### src/rtl/seq_chunk_adder_if.sv
// Request/response bundle for seq_chunk_adder: decode-side operation request and
// writeback-side result, each with its own valid/ready handshake.
interface seq_chunk_adder_if #(
    parameter int WIDTH = 16
);
    logic             in_valid;
    logic             in_ready;
    logic [WIDTH-1:0] A;
    logic [WIDTH-1:0] B;
    logic [2:0]       control;
    logic             coe;
    logic             out_valid;
    logic             out_ready;
    logic [WIDTH-1:0] C;
    logic             vout;
    logic             cout;

    modport master (
        output in_valid, A, B, control, coe, out_ready,
        input  in_ready, out_valid, C, vout, cout
    );

    modport slave (
        input  in_valid, A, B, control, coe, out_ready,
        output in_ready, out_valid, C, vout, cout
    );
endinterface

### src/rtl/seq_chunk_adder.sv
// Serial CHUNK-bit-per-cycle adder/subtractor with a persistent architectural carry flag.
// Optional macro ADDER_SAT_EN: clamp signed overflow for ADD/SUB/INC/DEC instead of wrapping.
module seq_chunk_adder #(
    parameter int WIDTH = 16,
    parameter int CHUNK = 4
) (
    input  logic            clk,
    input  logic            rst,
    seq_chunk_adder_if.slave bus
);
    localparam int N  = WIDTH / CHUNK;
    localparam int CW = (N > 1) ? $clog2(N) : 1;

    typedef enum logic [1:0] {IDLE, RUN, DONE} state_t;

    state_t           state, state_nx;
    logic [WIDTH-1:0] a_r, b_r, c_r;
    logic [2:0]       op_r;
    logic             coe_r, carry, vout_r, cflag;
    logic [CW-1:0]    cnt;

    logic             accept, last, flag_op, sub_op, raw_v;
    logic [WIDTH-1:0] b_eff, a_sh, b_sh;
    logic             cin;
    logic [CHUNK:0]   sum;

    assign accept  = (state == IDLE) && bus.in_valid;
    assign last    = (cnt == CW'(N - 1));
    assign flag_op = (bus.control[2:1] == 2'b11);
    assign sub_op  = (op_r == 3'b010) || (op_r == 3'b011) || (op_r == 3'b101);

    // Every op is reduced to A + Beff + cin; cflag is sampled here at the accept edge.
    always_comb begin
        b_eff = '0;
        cin   = 1'b0;
        case (bus.control)
            3'b000: begin b_eff = bus.B;  cin = 1'b0;   end
            3'b001: begin b_eff = bus.B;  cin = cflag;  end
            3'b010: begin b_eff = ~bus.B; cin = 1'b1;   end
            3'b011: begin b_eff = ~bus.B; cin = ~cflag; end
            3'b100: begin b_eff = '0;     cin = 1'b1;   end
            3'b101: begin b_eff = '1;     cin = 1'b0;   end
            default: begin b_eff = '0;    cin = 1'b0;   end
        endcase
    end

    assign a_sh  = a_r >> (cnt * CHUNK);
    assign b_sh  = b_r >> (cnt * CHUNK);
    assign sum   = {1'b0, a_sh[CHUNK-1:0]} + {1'b0, b_sh[CHUNK-1:0]} + {{CHUNK{1'b0}}, carry};
    // Only meaningful on the last chunk, where sum[CHUNK-1] is the result sign bit.
    assign raw_v = (a_r[WIDTH-1] == b_r[WIDTH-1]) && (sum[CHUNK-1] != a_r[WIDTH-1]);

`ifdef ADDER_SAT_EN
    logic sat_op;
    assign sat_op = (op_r == 3'b000) || (op_r == 3'b010) || (op_r == 3'b100) || (op_r == 3'b101);
`endif

    always_ff @(posedge clk) begin
        if (rst) state <= IDLE;
        else     state <= state_nx;
    end

    always_comb begin
        state_nx = state;
        case (state)
            IDLE:    if (bus.in_valid) state_nx = flag_op ? DONE : RUN;
            RUN:     if (last) state_nx = DONE;
            DONE:    if (bus.out_ready) state_nx = IDLE;
            default: state_nx = IDLE;
        endcase
    end

    always_ff @(posedge clk) begin
        if (rst) begin
            a_r    <= '0;
            b_r    <= '0;
            c_r    <= '0;
            op_r   <= '0;
            coe_r  <= 1'b0;
            carry  <= 1'b0;
            vout_r <= 1'b0;
            cflag  <= 1'b0;
            cnt    <= '0;
        end else begin
            case (state)
                IDLE: begin
                    if (accept) begin
                        a_r   <= bus.A;
                        b_r   <= b_eff;
                        op_r  <= bus.control;
                        coe_r <= bus.coe;
                        carry <= cin;
                        cnt   <= '0;
                        if (flag_op) begin
                            c_r    <= bus.A;
                            vout_r <= 1'b0;
                            cflag  <= bus.control[0];
                        end
                    end
                end
                RUN: begin
                    c_r[cnt*CHUNK +: CHUNK] <= sum[CHUNK-1:0];
                    carry <= sum[CHUNK];
                    cnt   <= cnt + 1'b1;
                    if (last) begin
                        vout_r <= raw_v;
                        if (coe_r) cflag <= sum[CHUNK] ^ sub_op;
`ifdef ADDER_SAT_EN
                        if (raw_v && sat_op)
                            c_r <= {a_r[WIDTH-1], {(WIDTH-1){~a_r[WIDTH-1]}}};
`endif
                    end
                end
                default: ;
            endcase
        end
    end

    assign bus.in_ready  = (state == IDLE);
    assign bus.out_valid = (state == DONE);
    assign bus.C         = c_r;
    assign bus.vout      = vout_r;
    assign bus.cout      = cflag;
endmodule

### src/flat_wrapper.sv
// flat-port wrapper written by rule: the top's interface ports become plain ports
module seq_chunk_adder_flat 
#(
    parameter int WIDTH = 16,
    parameter int CHUNK = 4
)
  (clk, rst, bus_in_valid, bus_A, bus_B, bus_control, bus_coe, bus_out_ready, bus_in_ready, bus_out_valid, bus_C, bus_vout, bus_cout);
  seq_chunk_adder_if #(.WIDTH(WIDTH)) bus_i ();
  input  logic clk;
  input  logic rst;
  input wire logic [$bits(bus_i.in_valid)-1:0] bus_in_valid;
  input wire logic [$bits(bus_i.A)-1:0] bus_A;
  input wire logic [$bits(bus_i.B)-1:0] bus_B;
  input wire logic [$bits(bus_i.control)-1:0] bus_control;
  input wire logic [$bits(bus_i.coe)-1:0] bus_coe;
  input wire logic [$bits(bus_i.out_ready)-1:0] bus_out_ready;
  output wire logic [$bits(bus_i.in_ready)-1:0] bus_in_ready;
  output wire logic [$bits(bus_i.out_valid)-1:0] bus_out_valid;
  output wire logic [$bits(bus_i.C)-1:0] bus_C;
  output wire logic [$bits(bus_i.vout)-1:0] bus_vout;
  output wire logic [$bits(bus_i.cout)-1:0] bus_cout;
  assign bus_i.in_valid = bus_in_valid;
  assign bus_i.A = bus_A;
  assign bus_i.B = bus_B;
  assign bus_i.control = bus_control;
  assign bus_i.coe = bus_coe;
  assign bus_i.out_ready = bus_out_ready;
  assign bus_in_ready = bus_i.in_ready;
  assign bus_out_valid = bus_i.out_valid;
  assign bus_C = bus_i.C;
  assign bus_vout = bus_i.vout;
  assign bus_cout = bus_i.cout;
  seq_chunk_adder #(.WIDTH(WIDTH), .CHUNK(CHUNK)) u_core (.clk(clk), .rst(rst), .bus(bus_i));
endmodule
### config.mk
export PLATFORM = sky130hd
export DESIGN_NAME = seq_chunk_adder_flat
export DESIGN_NICKNAME = d
export VERILOG_FILES = /design/src/rtl/seq_chunk_adder_if.sv /design/src/rtl/seq_chunk_adder.sv /design/src/flat_wrapper.sv
export SDC_FILE = /design/constraint.sdc
export NUM_CORES = 1
export LEC_CHECK = 0
export ABC_AREA = 1
export CAP_MARGIN = 20
export CORE_MARGIN = 5
export CORE_UTILIZATION = 33
export DETAILED_ROUTE_END_ITERATION = 10
export DONT_BUFFER_PORTS = 1
export PLACE_DENSITY_LB_ADDON = 0.25
export RECOVER_POWER = 100
export SLEW_MARGIN = 30
export SYNTH_ARGS = -nofsm -noshare
export SYNTH_HDL_FRONTEND = slang
export SYNTH_SLANG_ARGS = --single-unit
### constraint.sdc
create_clock -name clk -period 3 [get_ports clk]
set_clock_uncertainty 0.05 [all_clocks]
set_input_delay 0.3 -clock clk [delete_from_list [all_inputs] [get_ports clk]]
set_output_delay 0.3 -clock clk [all_outputs]
set_load 0.02 [all_outputs]
After elaboration in Yosys (flattened, before gate mapping) --
Index checks and enable logic that the tools add are counted.
Cells by class: equality and inequality tests 20, multipliers 0, mux-type cells 24, magnitude comparators 0, shifts and indexed selects 4, add/sub/neg operators 4, divide/modulo/power cells 0, bitwise operators 3, reduce and logical (&&, ||, !) cells 16
Operators by type and width (number):
- $pmux W16 S3 | 1
- $neg A4 Y34 | 1
- $shift A4 B34 Y16 const A | 1
- $shiftx A4 B34 Y16 | 1
- $mux W16 | 2
- $pmux W16 S2 | 1
- $shr A16 B4 Y4 | 2
- $bwmux W16 | 1
- $not A16 Y16 | 1
- $eq A3 B2 Y1 const B | 4
- $mux W2 | 5
- $eq A3 B3 Y1 const B | 3
- $mux W1 | 8
- $ne A2 B1 Y1 const B | 4
- $eq A2 B2 Y1 const B | 3
- $pmux W1 S2 | 3
- $pmux W2 S3 | 1
- $reduce_and A3 Y1 | 2
- $reduce_or A2 Y1 | 3
- $add A4 B4 Y5 | 1
- $add A5 B1 Y5 | 1
- $reduce_and A5 Y1 | 1
- $ne A2 B2 Y1 const B | 2
- $pmux W2 S2 | 1
- 15 further kinds | 18
Storage, ports and cells: input port bits 40, register bits 59, memory bits (read-only) 0, bits in latches 0, memory bits (writable) 0, word-level logic and storage cells 81, output and inout bits 20, memories kept 0

Depth between registers and ports, before layout --
Gate-level depths: netlist of the first run.
depth after elaboration 7, mapped depth 13, mapped depth without buffers 11

Least setup slack after synthesis of the first run --
OpenSTA, ideal clock, no wires.
kind register -> register, from reg u_core.cnt[0], to reg u_core.c_r[13], in the netlist u_core.bus.C[13], path slack 0.528 ns, path buffers 2, period minus slack after synthesis 2.472 ns, stages on the path, launching flop included 12, setup time 0.065 ns, data required time 2.885 ns, arrival time 2.358 ns, path through dfxtp_1 inv_1 buf_2 buf_2 nor2_1 o22ai_1 fa_1 fa_1 nand3_1 o21ai_0 nor2_1 nor2_1
Between the ends: cells in the longest elaborated chain, start to end 6, elaborated cells on any way between the ends 9, classes of those cells 3 x add/sub; 4 x shift; 2 x mux
Ends and longest elaborated chain:
- from (decl) | line seq_chunk_adder.sv:20 | logic [CW-1:0] cnt;
- from (signal assigned) | line seq_chunk_adder.sv:104 | cnt <= cnt + 1'b1;
- $shr A16 B4 Y4 (on tied branches) | line seq_chunk_adder.sv:47, seq_chunk_adder.sv:48
- $add A4 B4 Y5 | line seq_chunk_adder.sv:49 | assign sum = {1'b0, a_sh[CHUNK-1:0]} + {1'b0, b_sh[CHUNK-1:0]} + {{CHUNK{1'b0}}, carry};
- $add A5 B1 Y5 | line seq_chunk_adder.sv:49
- $shiftx A4 B34 Y16 | line seq_chunk_adder.sv:102 | c_r[cnt*CHUNK +: CHUNK] <= sum[CHUNK-1:0];
- $bwmux W16 (*) | line seq_chunk_adder.sv:102
- $pmux W16 S2 (*) | line seq_chunk_adder.sv:85 | case (state)
- to (signal assigned) | line seq_chunk_adder.sv:95 | c_r <= bus.A;
- to (signal, indexed assignment) | line seq_chunk_adder.sv:102
- to (decl) | line seq_chunk_adder.sv:17 | logic [WIDTH-1:0] a_r, b_r, c_r;
Every way passes the cells marked *; elsewhere a longest branch is shown, timed or not. A chain may end at the register's enable or synchronous reset.

Worst setup path after layout of the first run --
from reg u_core.cnt[1], to reg u_core.c_r[5], in the netlist u_core.bus.C[5]
The elaborated chain is that of the path after synthesis.

==> results of run 1 <==
layer usage:
metal  vias up  track usage  wire [um]
li1       1532            -          -
met1      1350       0.1896       3911
met2        61       0.2611       4144
met3         8      0.04836        643
met4         0      0.06041        122
met5         -            0          0
how the worst max path moves through the flow:
| stage | from | endpoint | slack [ns] | cells after the start |
|---|---|---|---|---|
| after floorplan | u_core.cnt[0] | u_core.bus.C[13] | 0.53 | 11 |
| after global placement | u_core.cnt[1] | u_core.bus.C[13] | 0.53 | 9 |
| after detailed placement | u_core.cnt[1] | u_core.bus.C[13] | 0.37 | 9 |
| after CTS | u_core.cnt[1] | u_core.bus.cout | 0.35 | 11 |
| after global routing | u_core.cnt[1] | u_core.bus.C[5] | 0.08 | 9 |
| final | u_core.cnt[1] | u_core.bus.C[5] | 0.31 | 9 |
cell usage in the layout (no fill, tap or decap), types with 6 or more instances in the layout:
master     n
nor2_1    79
inv_1     31
o21ai_0   62
nand3_1   17
nand4_1    6
o22ai_1    8
ha_1       7
a21oi_1   37
nand2_1   94
clkbuf_8  10
dfxtp_1   59
o211ai_1  17
metrics by stage:
stage | setup WS (ns) | cell area, um2 | hold slack (ns)
finish | 0.3069 | 3495 | 0.06281
floorplan | 0.5278 | 3193 | 0.3191
global route | 0.08053 | 3495 | 0.05972
detailed placement | 0.3747 | 3292 | 0.3281
global placement | 0.5307 | 3292 | 0.3238
CTS | 0.3525 | 3517 | 0.03866
synthesized netlist by cell type (all sizes together):
cell / number
nor2: 83
o211ai: 18
buf: 13
o22ai: 8
o21ai: 63
nor3: 1
or2: 1
fa: 2
a21oi: 38
dfxtp: 59
clkinv: 3
nand2: 97
nand3: 19
nand4: 7
inv: 31
clkbuf: 8
nand3b: 2
ha: 7
o21a: 1
cells by family (layout without fill, tap and decap cells):
family / count (synthesis) / count (layout) / share of synthesized area
adder cells (fa/ha/maj): 9 / 9 / 0.03997
AO/OA/AOI/OAI: 128 / 128 / 0.2218
flip-flops: 59 / 59 / 0.3699
AND/OR/NAND/NOR: 210 / 210 / 0.2947
buffers and inverters: 55 / 55 / 0.07366
where the power goes:
part,internal (mW),leakage [nW],switching (mW)
combinational,0.168,0.810,0.346
sequential,0.872,0.485,0.102
clock,0.482,0.108,0.319
total,1.52,1.40,0.767
what timing repair did:
| action | CTS | global route |
|---|---|---|
| endpoints found under the hold margin | 22 | 0 |
| buffers inserted | 0 | 0 |
| hold buffers | 1 | 0 |
final cells by class:
type	count	area (um2)	area share
sequential	59	1181	0.3380
clock inverter	5	77.57	0.02220
multi-input combinational	347	1758	0.5030
clock buffer	10	137.6	0.03938
tap	133	166.4	0.04762
timing repair buffer	6	43.79	0.01253
inverter	34	130.1	0.03724
flip-flops by register name (all words and copies together), names as in the netlist, 2 cells and up:
signal / count
u_core.a_r: 16
u_core.cnt: 2
u_core.b_r: 16
u_core.bus.C: 16
u_core.op_r: 3
u_core.state: 2
==> results.cfg, run 1 <==
[power_and_ir_drop]
pwr_density_cell_nw_per_um2 = 655.2
p_total_mw = 2.290
leakagePower_nw = 1.404
peakVddDrop_mv = 0.1779

[clocking]
cts_buffers = 9
cts_tree = yes
insertion_delay_ns = 0.34
ctsHtreeMaxLevel = 3
cts-root-buf = clkbuf_8
cts_resized = 0
ctsLongestPathBuffers = 2
clk_pin_slew_worst_paths_ns = 0.07
numClockSinks = 59

[setup_path]
startpoint_type = flop
required_ns = 3.23
crit_buf_inv = 1
r2r_cells = 9
worstSetupEndpointType = flop
path_cells = inv_1 > o21ai_0 > o22ai_1 > fa_1 > fa_1 > nand3_1 > o21ai_0 > nor2_1 > nor2_1
r2r_end = u_core.bus.C[5]
path_max_fanout = 12
cpPeakStageDelay_ns = 0.57
crit_path_top_delay_cell = fa_1
worstPathArrival_ns = 2.93
crit_type = flop to flop
cpLargestDelayFamily = adder cells
r2r-start = u_core.cnt[1]
rrSetupSlack_ns = 0.31

[global_route]
grt_pass1_vias = 2917
grt_max_degree = 38
grt_first_pass_wirelength_um = 14320
antenna_found_initial = 0
grt-ovfl-total = 0
grt_use_total = 0.1569

[sta]
worst_pin_slew_ns = 1.497
tns_ns = 0
fmax_mhz = 371.3
rsz0062_at_grt = no
finalSetupViolCount = 0
hold_viol = 0
fin_crit_ns = 2.693
slew_viol_final = 0
max-slew-margin-rel = 0.002163
period_share = 0.8977

[yosys]
synthCells = 461
ys_seq_area_frac = 0.3699
synthesis.nets = 510
yosys.area.top_type = dfxtp_1
ys_seq_elements = 59
yosysWarnings = 0
synth_cell_type_count = 34
synth_area_um2 = 3193
synth.top_cell.area_share = 0.3699
avgSynthCellArea_um2 = 6.926
synth.area.top_cells = dfxtp_1 (37%), nand2_1 (11%), nor2_1 (9.2%)

[drt]
num_vias = 2951
drtPass1Iterations = 4
drtIter0Drc = 187
wl_per_cell_um = 14.85
routed_wl_um = 8821
drc = 0
drtAntennaViolNets = 0
vias_per_cell = 4.968

[hold_path]
whs_path_depth = 2
min_to = u_core.a_r[14]
hold_class = input pin to flop
min-delay-start = bus_A[14]

[layout]
nNetsFinal = 506
layout-drive-gt1-share = 0.07809
final_cells = 594
fin_util = 0.3642
nFillCells = 1063
area_growth_pct = 9.444
diodes = 0

[floorplanning]
die_h_um = 108.4
fp.dieArea_um2 = 11740
die_x_um = 108.4
start_util = 0.3328
io_pins = 60
core-area_um2 = 9594
num_rows = 36

[place]
port_buffers = 0
dp.final_hpwl_um = 6617
dpl.cell_count = 578
gp_congestion = 0.8371

[flow_run]
drv_cap = 0

[outcome]
outcome = finished, final reports clean
Note: power is estimated with default switching activity, not from simulation.
==> inputs of run 2 (changes only) <==
Settings changed: CELL_PAD_IN_SITES_DETAIL_PLACEMENT from default to 1, CELL_PAD_IN_SITES_GLOBAL_PLACEMENT from default to 1, TNS_END_PERCENT from default to 5.
==> results.cfg, run 2 (synthesis results as in run 1) <==
[outcome]
outcome = complete, but fails checks
violations = max-capacitance violations, max-slew violations

[layout]
nNetsFinal = 504
final_cell_mix = nand2_1 (94), nor2_1 (79), o21ai_0 (61)
mostFrequentLayoutCell = nand2_1
layout-drive-gt1-share = 0.06769
nFillCells = 1225
area_growth_pct = 6.740
stdcell_area_um2 = 3408
multi_input_area_um2 = 1758
diodes = 0
seq_area_um2 = 1181

[clocking]
numClockSinks = 59
clk_pin_slew_worst_paths_ns = 0.07
cts_buffers = 9
insertion_delay_ns = 0.35
cts_resized = 0
cts-root-buf = clkbuf_8
ctsHtreeMaxLevel = 3
ctsLongestPathBuffers = 2
cts_tree = yes

[global_route]
grt-ovfl-total = 0
antenna_found_initial = 0
grt_max_degree = 38
grt_first_pass_wirelength_um = 15710
grt_use_total = 0.1722
grt_pass1_vias = 3124

[drt]
wl_per_cell_um = 16.19
routed_wl_um = 9566
drtAntennaViolNets = 0
drc = 0
drtIter0Drc = 140
num_vias = 3036
vias_per_cell = 5.137
drtPass1Iterations = 4

[floorplanning]
io_pins = 60
die_x_um = 108.4
num_rows = 36
start_util = 0.3328
die_h_um = 108.4
core-area_um2 = 9594
fp.dieArea_um2 = 11740

[sta]
fin_crit_ns = 2.625
tns_ns = 0
fmax_mhz = 380.9
rsz0062_at_grt = no
finalSetupViolCount = 0
worst_pin_slew_ns = 1.519
slew_viol_final = 37
max-slew-margin-rel = -0.01266
hold_viol = 0
period_share = 0.8752

[setup_path]
path_max_fanout = 12
worstPathArrival_ns = 2.77
required_ns = 3.14
worstSetupEndpointType = flop
startpoint_type = flop
crit_type = flop to flop

[place]
place_area_um2 = 3277
port_buffers = 0
dp.final_hpwl_um = 7161
gp_congestion = 0.8655

[flow_run]
drv_cap = 1

[power_and_ir_drop]
peakVddDrop_mv = 0.2061
leakagePower_nw = 1.364
p_total_mw = 2.099
pwr_density_cell_nw_per_um2 = 615.9

[hold_path]
hold_class = input pin to flop
run 2: per-layer routing:
metal	global-route usage	wire, um	part of all wire
met2	0.2798	4450	0.47
met3	0.05075	645	0.067
met5	0	0	0
met1	0.2196	4343	0.45
met4	0.05500	127	0.013
run 2: final cells by class:
class                           instances  share of cell area
Timing Repair Buffer                    4            0.007342
Multi-Input combinational cell        347              0.5158
Sequential cell                        59              0.3465
Inverter                               34             0.03818
Clock inverter                          4            0.005874
Clock buffer                           10             0.03744
Tap cell                              133             0.04883
run 2: per-stage QoR:
stage                     cells  hold slack [ns]  setup slack, ns    util
after floorplan             461           0.3191           0.5278       -
after global placement      576           0.3260           0.4794  0.3415
after detailed placement    576           0.3256           0.3875  0.3415
after CTS                   591          0.04048           0.3732  0.3580
after global routing        591          0.06075          0.08898  0.3552
final                       591          0.05205           0.3745  0.3552
run 2: path summary, 6_finish.rpt:
kind	startpoint	endpoint	slack, ns	cells past startpoint
hold reg to reg	u_core.coe_r	u_core.coe_r	0.42	2
setup reg to reg	u_core.cnt[1]	u_core.bus.cout	0.37	11
setup / recovery	u_core.cnt[1]	u_core.bus.cout	0.37	11
hold / removal	bus_A[11]	u_core.a_r[11]	0.05	2
run 2: repair_timing:
item	4_1_cts	5_1_grt
setup endpoints to repair	0	0
setup buffers	0	0
endpoints found under the hold margin	22	0
hold buffers	1	0
run 2: critical path: stages (launching register included):
cell and delay (ns):
dfxtp_1 0.52, inv_1 0.23, o21ai_0 0.13, o22ai_1 0.11, fa_1 0.49, fa_1 0.42, nand3_1 0.12, nand3_1 0.11
nand2_1 0.09, nand3_1 0.08, nand2_1 0.08, a21oi_1 0.05
run 2: report_power, final:
group,switching [mW],internal (mW),total (mW)
registers,0.102,0.872,0.975
logic,0.360,0.165,0.524
clock network,0.316,0.284,0.600
total,0.778,1.32,2.10
